## src/rtl/spi_slave_fsm_pkg.sv

```systemverilog
// Shared types for the SPI slave control FSM: state encoding, R/W bit
// definition, control-output bundle and small decode helpers.
package spi_slave_fsm_pkg;

  typedef enum logic [2:0] {
    IDLE         = 3'd0,
    GET_ADDR     = 3'd1,
    GOT_ADDR     = 3'd2,
    READ_LOAD    = 3'd3,
    READ_SHIFT   = 3'd4,
    WRITE_RECV   = 3'd5,
    WRITE_COMMIT = 3'd6,
    DONE         = 3'd7
  } spiState_t;

  // Last bit of the address phase selects the transfer direction.
  localparam int RW_BIT = 0;

  typedef enum logic {
    WRITE = 1'b0,
    READ  = 1'b1
  } rwBit_t;

  typedef struct packed {
    logic addrWe;
    logic dmWe;
    logic srWe;
    logic misoBuffEn;
  } spiCtrl_t;

  function automatic int countWidth(input int addrBits, input int dataBits);
    int maxCount;
    maxCount = (addrBits + 1 > dataBits) ? addrBits + 1 : dataBits;
    return $clog2(maxCount + 1);
  endfunction

  function automatic logic isCountingState(input spiState_t s);
    return s inside {GET_ADDR, READ_SHIFT, WRITE_RECV};
  endfunction

  function automatic spiCtrl_t decodeCtrl(input spiState_t s);
    spiCtrl_t c;
    c = '0;
    case (s)
      GOT_ADDR:     c.addrWe     = 1'b1;
      READ_LOAD:    c.srWe       = 1'b1;
      READ_SHIFT:   c.misoBuffEn = 1'b1;
      WRITE_COMMIT: c.dmWe       = 1'b1;
      default:      ;
    endcase
    return c;
  endfunction

endpackage

```

## src/rtl/spi_bit_counter.sv

```systemverilog
// Saturating SCLK-edge counter with synchronous clear; 'hit' flags the
// enabled pulse that brings the count up to the terminal value.
module spi_bit_counter #(
  parameter int WIDTH = 4
) (
  input  logic             clk,
  input  logic             reset,
  input  logic             clear,
  input  logic             enable,
  input  logic [WIDTH-1:0] terminal,
  output logic             hit
);

  localparam logic [WIDTH-1:0] ONE = WIDTH'(1);

  logic [WIDTH-1:0] count;
  logic             atMax;

  assign atMax = (count == '1);
  assign hit   = enable && !atMax && ((count + ONE) == terminal);

  // NOTE: state registers use non-blocking assignments so every flop samples
  // pre-edge values regardless of block ordering.
  always_ff @(posedge clk or posedge reset) begin
    if (reset) begin
      count <= '0;
    end else if (clear) begin
      count <= '0;
    end else if (enable && !atMax) begin
      count <= count + ONE;
    end
  end

endmodule

```

## src/rtl/spi_slave_fsm.sv

```systemverilog
// SPI memory-slave control FSM with registered Moore outputs.
// Optional sticky abort indicator: define SPI_SLAVE_FSM_ABORT_FLAG_EN.
module spi_slave_fsm
  import spi_slave_fsm_pkg::*;
#(
  parameter int ADDR_BITS = 7,
  parameter int DATA_BITS = 8
) (
  input  logic                 clk,
  input  logic                 reset,
  input  logic                 cs_conditioned,
  input  logic                 sclk_posedge,
  input  logic [DATA_BITS-1:0] shift_parallel,
  output logic                 addr_we,
  output logic                 dm_we,
  output logic                 sr_we,
  output logic                 miso_buff_en
`ifdef SPI_SLAVE_FSM_ABORT_FLAG_EN
  ,
  output logic                 aborted
`endif
);

  localparam int CNT_W = countWidth(ADDR_BITS, DATA_BITS);

  spiState_t        state;
  spiState_t        nextState;
  spiCtrl_t         ctrl;
  logic             countClear;
  logic             countEnable;
  logic             countHit;
  logic [CNT_W-1:0] countTerminal;

  // The address bits are consumed by the external address latch, not here.
  logic unusedAddrBits;
  assign unusedAddrBits = ^shift_parallel[DATA_BITS-1:RW_BIT+1];

  assign countEnable   = sclk_posedge && isCountingState(state);
  assign countTerminal = (state == GET_ADDR) ? CNT_W'(ADDR_BITS + 1) : CNT_W'(DATA_BITS);
  assign countClear    = cs_conditioned || !isCountingState(state) || countHit;

  spi_bit_counter #(
    .WIDTH(CNT_W)
  ) u_bitCounter (
    .clk     (clk),
    .reset   (reset),
    .clear   (countClear),
    .enable  (countEnable),
    .terminal(countTerminal),
    .hit     (countHit)
  );

  // NOTE: nextState gets a default before the case so no path leaves it
  // unassigned, which would otherwise infer a latch.
  always_comb begin
    nextState = state;
    if (cs_conditioned) begin
      // Chip-select release wins over every other transition, even a
      // count completing on the same edge.
      nextState = IDLE;
    end else begin
      case (state)
        IDLE:         nextState = GET_ADDR;
        GET_ADDR:     if (countHit) nextState = GOT_ADDR;
        GOT_ADDR:     nextState = (rwBit_t'(shift_parallel[RW_BIT]) == READ) ? READ_LOAD
                                                                               : WRITE_RECV;
        READ_LOAD:    nextState = READ_SHIFT;
        READ_SHIFT:   if (countHit) nextState = DONE;
        WRITE_RECV:   if (countHit) nextState = WRITE_COMMIT;
        WRITE_COMMIT: nextState = DONE;
        DONE:         nextState = DONE;
        default:      nextState = IDLE;
      endcase
    end
  end

  // Outputs are decoded from the next state and registered with it, so they
  // are glitch-free and drop asynchronously with reset.
  always_ff @(posedge clk or posedge reset) begin
    if (reset) begin
      state <= IDLE;
      ctrl  <= '0;
    end else begin
      state <= nextState;
      ctrl  <= decodeCtrl(nextState);
    end
  end

  assign addr_we      = ctrl.addrWe;
  assign dm_we        = ctrl.dmWe;
  assign sr_we        = ctrl.srWe;
  assign miso_buff_en = ctrl.misoBuffEn;

`ifdef SPI_SLAVE_FSM_ABORT_FLAG_EN
  always_ff @(posedge clk or posedge reset) begin
    if (reset) begin
      aborted <= 1'b0;
    end else if (state == IDLE && !cs_conditioned) begin
      aborted <= 1'b0;
    end else if (cs_conditioned && !(state inside {IDLE, WRITE_COMMIT, DONE})) begin
      aborted <= 1'b1;
    end
  end
`endif

endmodule
```

## config.mk

```make
export PLATFORM = sky130hd
export DESIGN_NAME = spi_slave_fsm
export DESIGN_NICKNAME = d
export VERILOG_FILES = /design/src/rtl/spi_slave_fsm_pkg.sv /design/src/rtl/spi_bit_counter.sv /design/src/rtl/spi_slave_fsm.sv
export SDC_FILE = /design/constraint.sdc
export NUM_CORES = 1
export LEC_CHECK = 0
export CAP_MARGIN = 30
export CELL_PAD_IN_SITES_DETAIL_PLACEMENT = 2
export CELL_PAD_IN_SITES_GLOBAL_PLACEMENT = 2
export CORE_UTILIZATION = 32
export DETAILED_ROUTE_END_ITERATION = 6
export DONT_BUFFER_PORTS = 1
export GPL_TIMING_DRIVEN = 0
export MAX_ROUTING_LAYER = met4
export PLACE_DENSITY_LB_ADDON = 0.12
export SYNTH_ARGS = -nofsm -noshare
export SYNTH_HDL_FRONTEND = slang
export SYNTH_SLANG_ARGS = --single-unit
export TNS_END_PERCENT = 20
```

## constraint.sdc

```tcl
create_clock -name clk -period 1.3 [get_ports clk]
set_input_delay 0.13 -clock clk [delete_from_list [all_inputs] [get_ports clk]]
set_output_delay 0.13 -clock clk [all_outputs]
set_load 0.05 [all_outputs]
```

==> reports/results.ini <==
[final_layout]
num_antenna_cells=0
multiInputGateArea_um2=352.8
regArea_um2=277.8
final_layout_size_suffix_gt1_share_pct=37.31
syn_to_final_growth_pct=28.36
final.fill_count=202
nNetsFinal=81
layoutNonFillerInstCount=92
design_area_um2=764.5

[cts]
worstSkewPairLatency_ns=0.28
cts_tree=yes
cts_buffers=3
clkTransAtPathRegs_ns=0.07
htreeDepth=1
clockBufferDepth=2
cts_root_buf=clkbuf_4
cts_sinks=11

[logic_synthesis]
ys_seq_area_share_pct=46.22
synth_area_um2=595.6
synth_enable_flop_cells=0
synth.area.top_cells=dfrtp_1 46%, nor2b_1 4.2%, nor4b_1 2.9%
synth.most_common_cell=dfrtp_1
yosysTopAreaCell=dfrtp_1
synth-async-reset-ratio_pct=100.0
synth_area_per_cell_um2=10.45
synth_cell_types=33
mappedNetlistNets=70
ys.flop_type=dfrtp_1
yosys_warnings=0
synth_top_area_share_pct=46.22
ys_ff_latch=11
synthTopCellsByCount=11 x dfrtp_1, 4 x nor2b_1, 3 x a21oi_1, 3 x nor2_1
postSynthCellCount=57

[global_route]
track_usage_pct=21.69
grt_overflow=0
use_met1_pct=30.85
grt_busiest_layer=met1
grt_max_degree=12
antenna_found_initial=0
grt_pass1_vias=541
grt_pass1_wl_um=2870
use_met2_pct=28.41
grtUsageMet3_pct=6.000

[drt]
vias_per_cell=5.380
firstDrtPassIters=4
detail-route-antenna-nets=0
drcViolationCount=0
drt_iter0_markers=2
via_count=495
wl_um=1653
wire_per_inst_um=17.97

[power_and_ir_drop]
peakVddDrop_mv=0.5382
p_total_uw=663.1
power_frac_seq_pct=52.5
combPwrFrac_pct=9.0
internal_power_uw=489.7
p_clk_share_pct=38.5
power.switching_uw=173.5
power_density_mw_per_mm2=867.4
power.leakage_uw=0.0003174
p_sw_share_pct=26.16

[timing]
fin_worst_skew_ns=0.002157
fin_setup_tns_ns=-0.3123
report.final.slew_viol_count=0
worst_pin_slew_ns=0.4496
period_share_pct=106.4
setup_viol=5
slew_headroom_pct=70.05
max_clock_freq_ghz=0.7229
rsz0062_at_grt=true
setup_slack_ns=-0.08333
hold_violations=0
final.min_clock_period_ns=1.383

[min_path]
hold_class=primary input to flop

[die]
design.die.area_mm2=0.002038
pin_count=16
start_util_pct=34.49
rows=15
die_h_um=45.14
die_w_um=45.14
coreArea_mm2=0.001727

[critical_path]
crit_path_start_kind=flop
arrival_ns=1.56
critical_path_class=flop to flop
required_ns=1.48
crit_fanout=7
cp-end-kind=flop

[placement]
dp.cells=82
placed_cell_area_um2=634.4
place_hpwl_um=1036
place.port_buffers=0
routabilityCongestion=0.6828

[run]
drv_cap=0

[run_status]
status=finished with violations
violations=negative setup slack

power by group through the flow:
| stage | Sequential, uW | Combinational (uW) | Clock (uW) |
|---|---|---|---|
| floorplan | 355 | 29.9 | 0 |
| global placement | 356 | 38.0 | 0 |
| detailed placement | 356 | 39.7 | 0 |
| CTS | 348 | 59.5 | 258 |
| global route | 348 | 67.4 | 274 |
| finish | 348 | 59.7 | 255 |
worst max-delay path, cell delays in order, from the launching register on:
cell and delay (ns):
dfrtp_2 0.42, or2_2 0.29, buf_4 0.16, nand4_1 0.16
and4bb_2 0.25
final timing paths:
path	slack, ns	from	endpoint	depth (start not counted)
max	-0.08	state[2]	addr_we	4
min	0.01	shift_parallel[0]	sr_we	2
max reg2reg	-0.08	state[2]	addr_we	4
min reg2reg	0.54	u_bitCounter.count[2]	u_bitCounter.count[2]	1
max in group asynchronous	0.69	reset	state[2]	2
min in group asynchronous	0.28	reset	u_bitCounter.count[2]	2
cell type report:
| class | instances | share of cell area (%) |
|---|---|---|
| well taps | 25 | 4.092 |
| clock buffers | 4 | 3.437 |
| plain buffers | 2 | 2.455 |
| flip-flops and latches | 11 | 36.33 |
| inverters | 1 | 0.4910 |
| multi-input cells | 43 | 46.15 |
| repair buffers | 6 | 7.038 |
layout by cell type (no fill, tap or decap), types with 3 or more instances in the layout:
cell / Yosys / final
dfrtp_1: 11 / 9
clkbuf_4: 0 / 3
buf_4: 0 / 4
nor2b_1: 4 / 3
a21oi_1: 3 / 3
through the flow:
| stage | setup slack (ns) | util, % | hold slack (ns) |
|---|---|---|---|
| after CTS | -0.09972 | 43.55 | 0.01017 |
| after detailed placement | -0.3438 | 36.74 | 0.05616 |
| after global placement | -0.2039 | 36.74 | 0.05131 |
| after floorplan | -0.00008193 | - | -0.01756 |
| after global routing | -0.1763 | 44.28 | 0.02561 |
| final | -0.08333 | 44.28 | 0.01137 |
flip-flops by register name, indices dropped and copies added (netlist names):
| name | cells |
|---|---|
| u_bitCounter.count | 4 |
| state | 3 |
| addr_we | 1 |
| dm_we | 1 |
| miso_buff_en | 1 |
| sr_we | 1 |
timing repair:
action	4_1_cts	5_1_grt
hold endpoints to repair	17	0
pin swaps	3	1
endpoints found under the setup margin	9	9
resized for setup	10	3
hold buffers	2	0
setup buffers	4	0
cell families after synthesis:
family | share of synthesized area, %
compound gates | 12.60
fa+ha+maj | 2.101
buf+inv | 3.360
flops | 46.22
mux | 1.681
simple gates | 34.04
per-layer routing:
layer	vias up	wire length, um
li1	238	-
met5	-	0
met2	7	709
met3	4	48
met1	246	851
met4	0	43
Note: power is estimated with default switching activity, not from simulation.
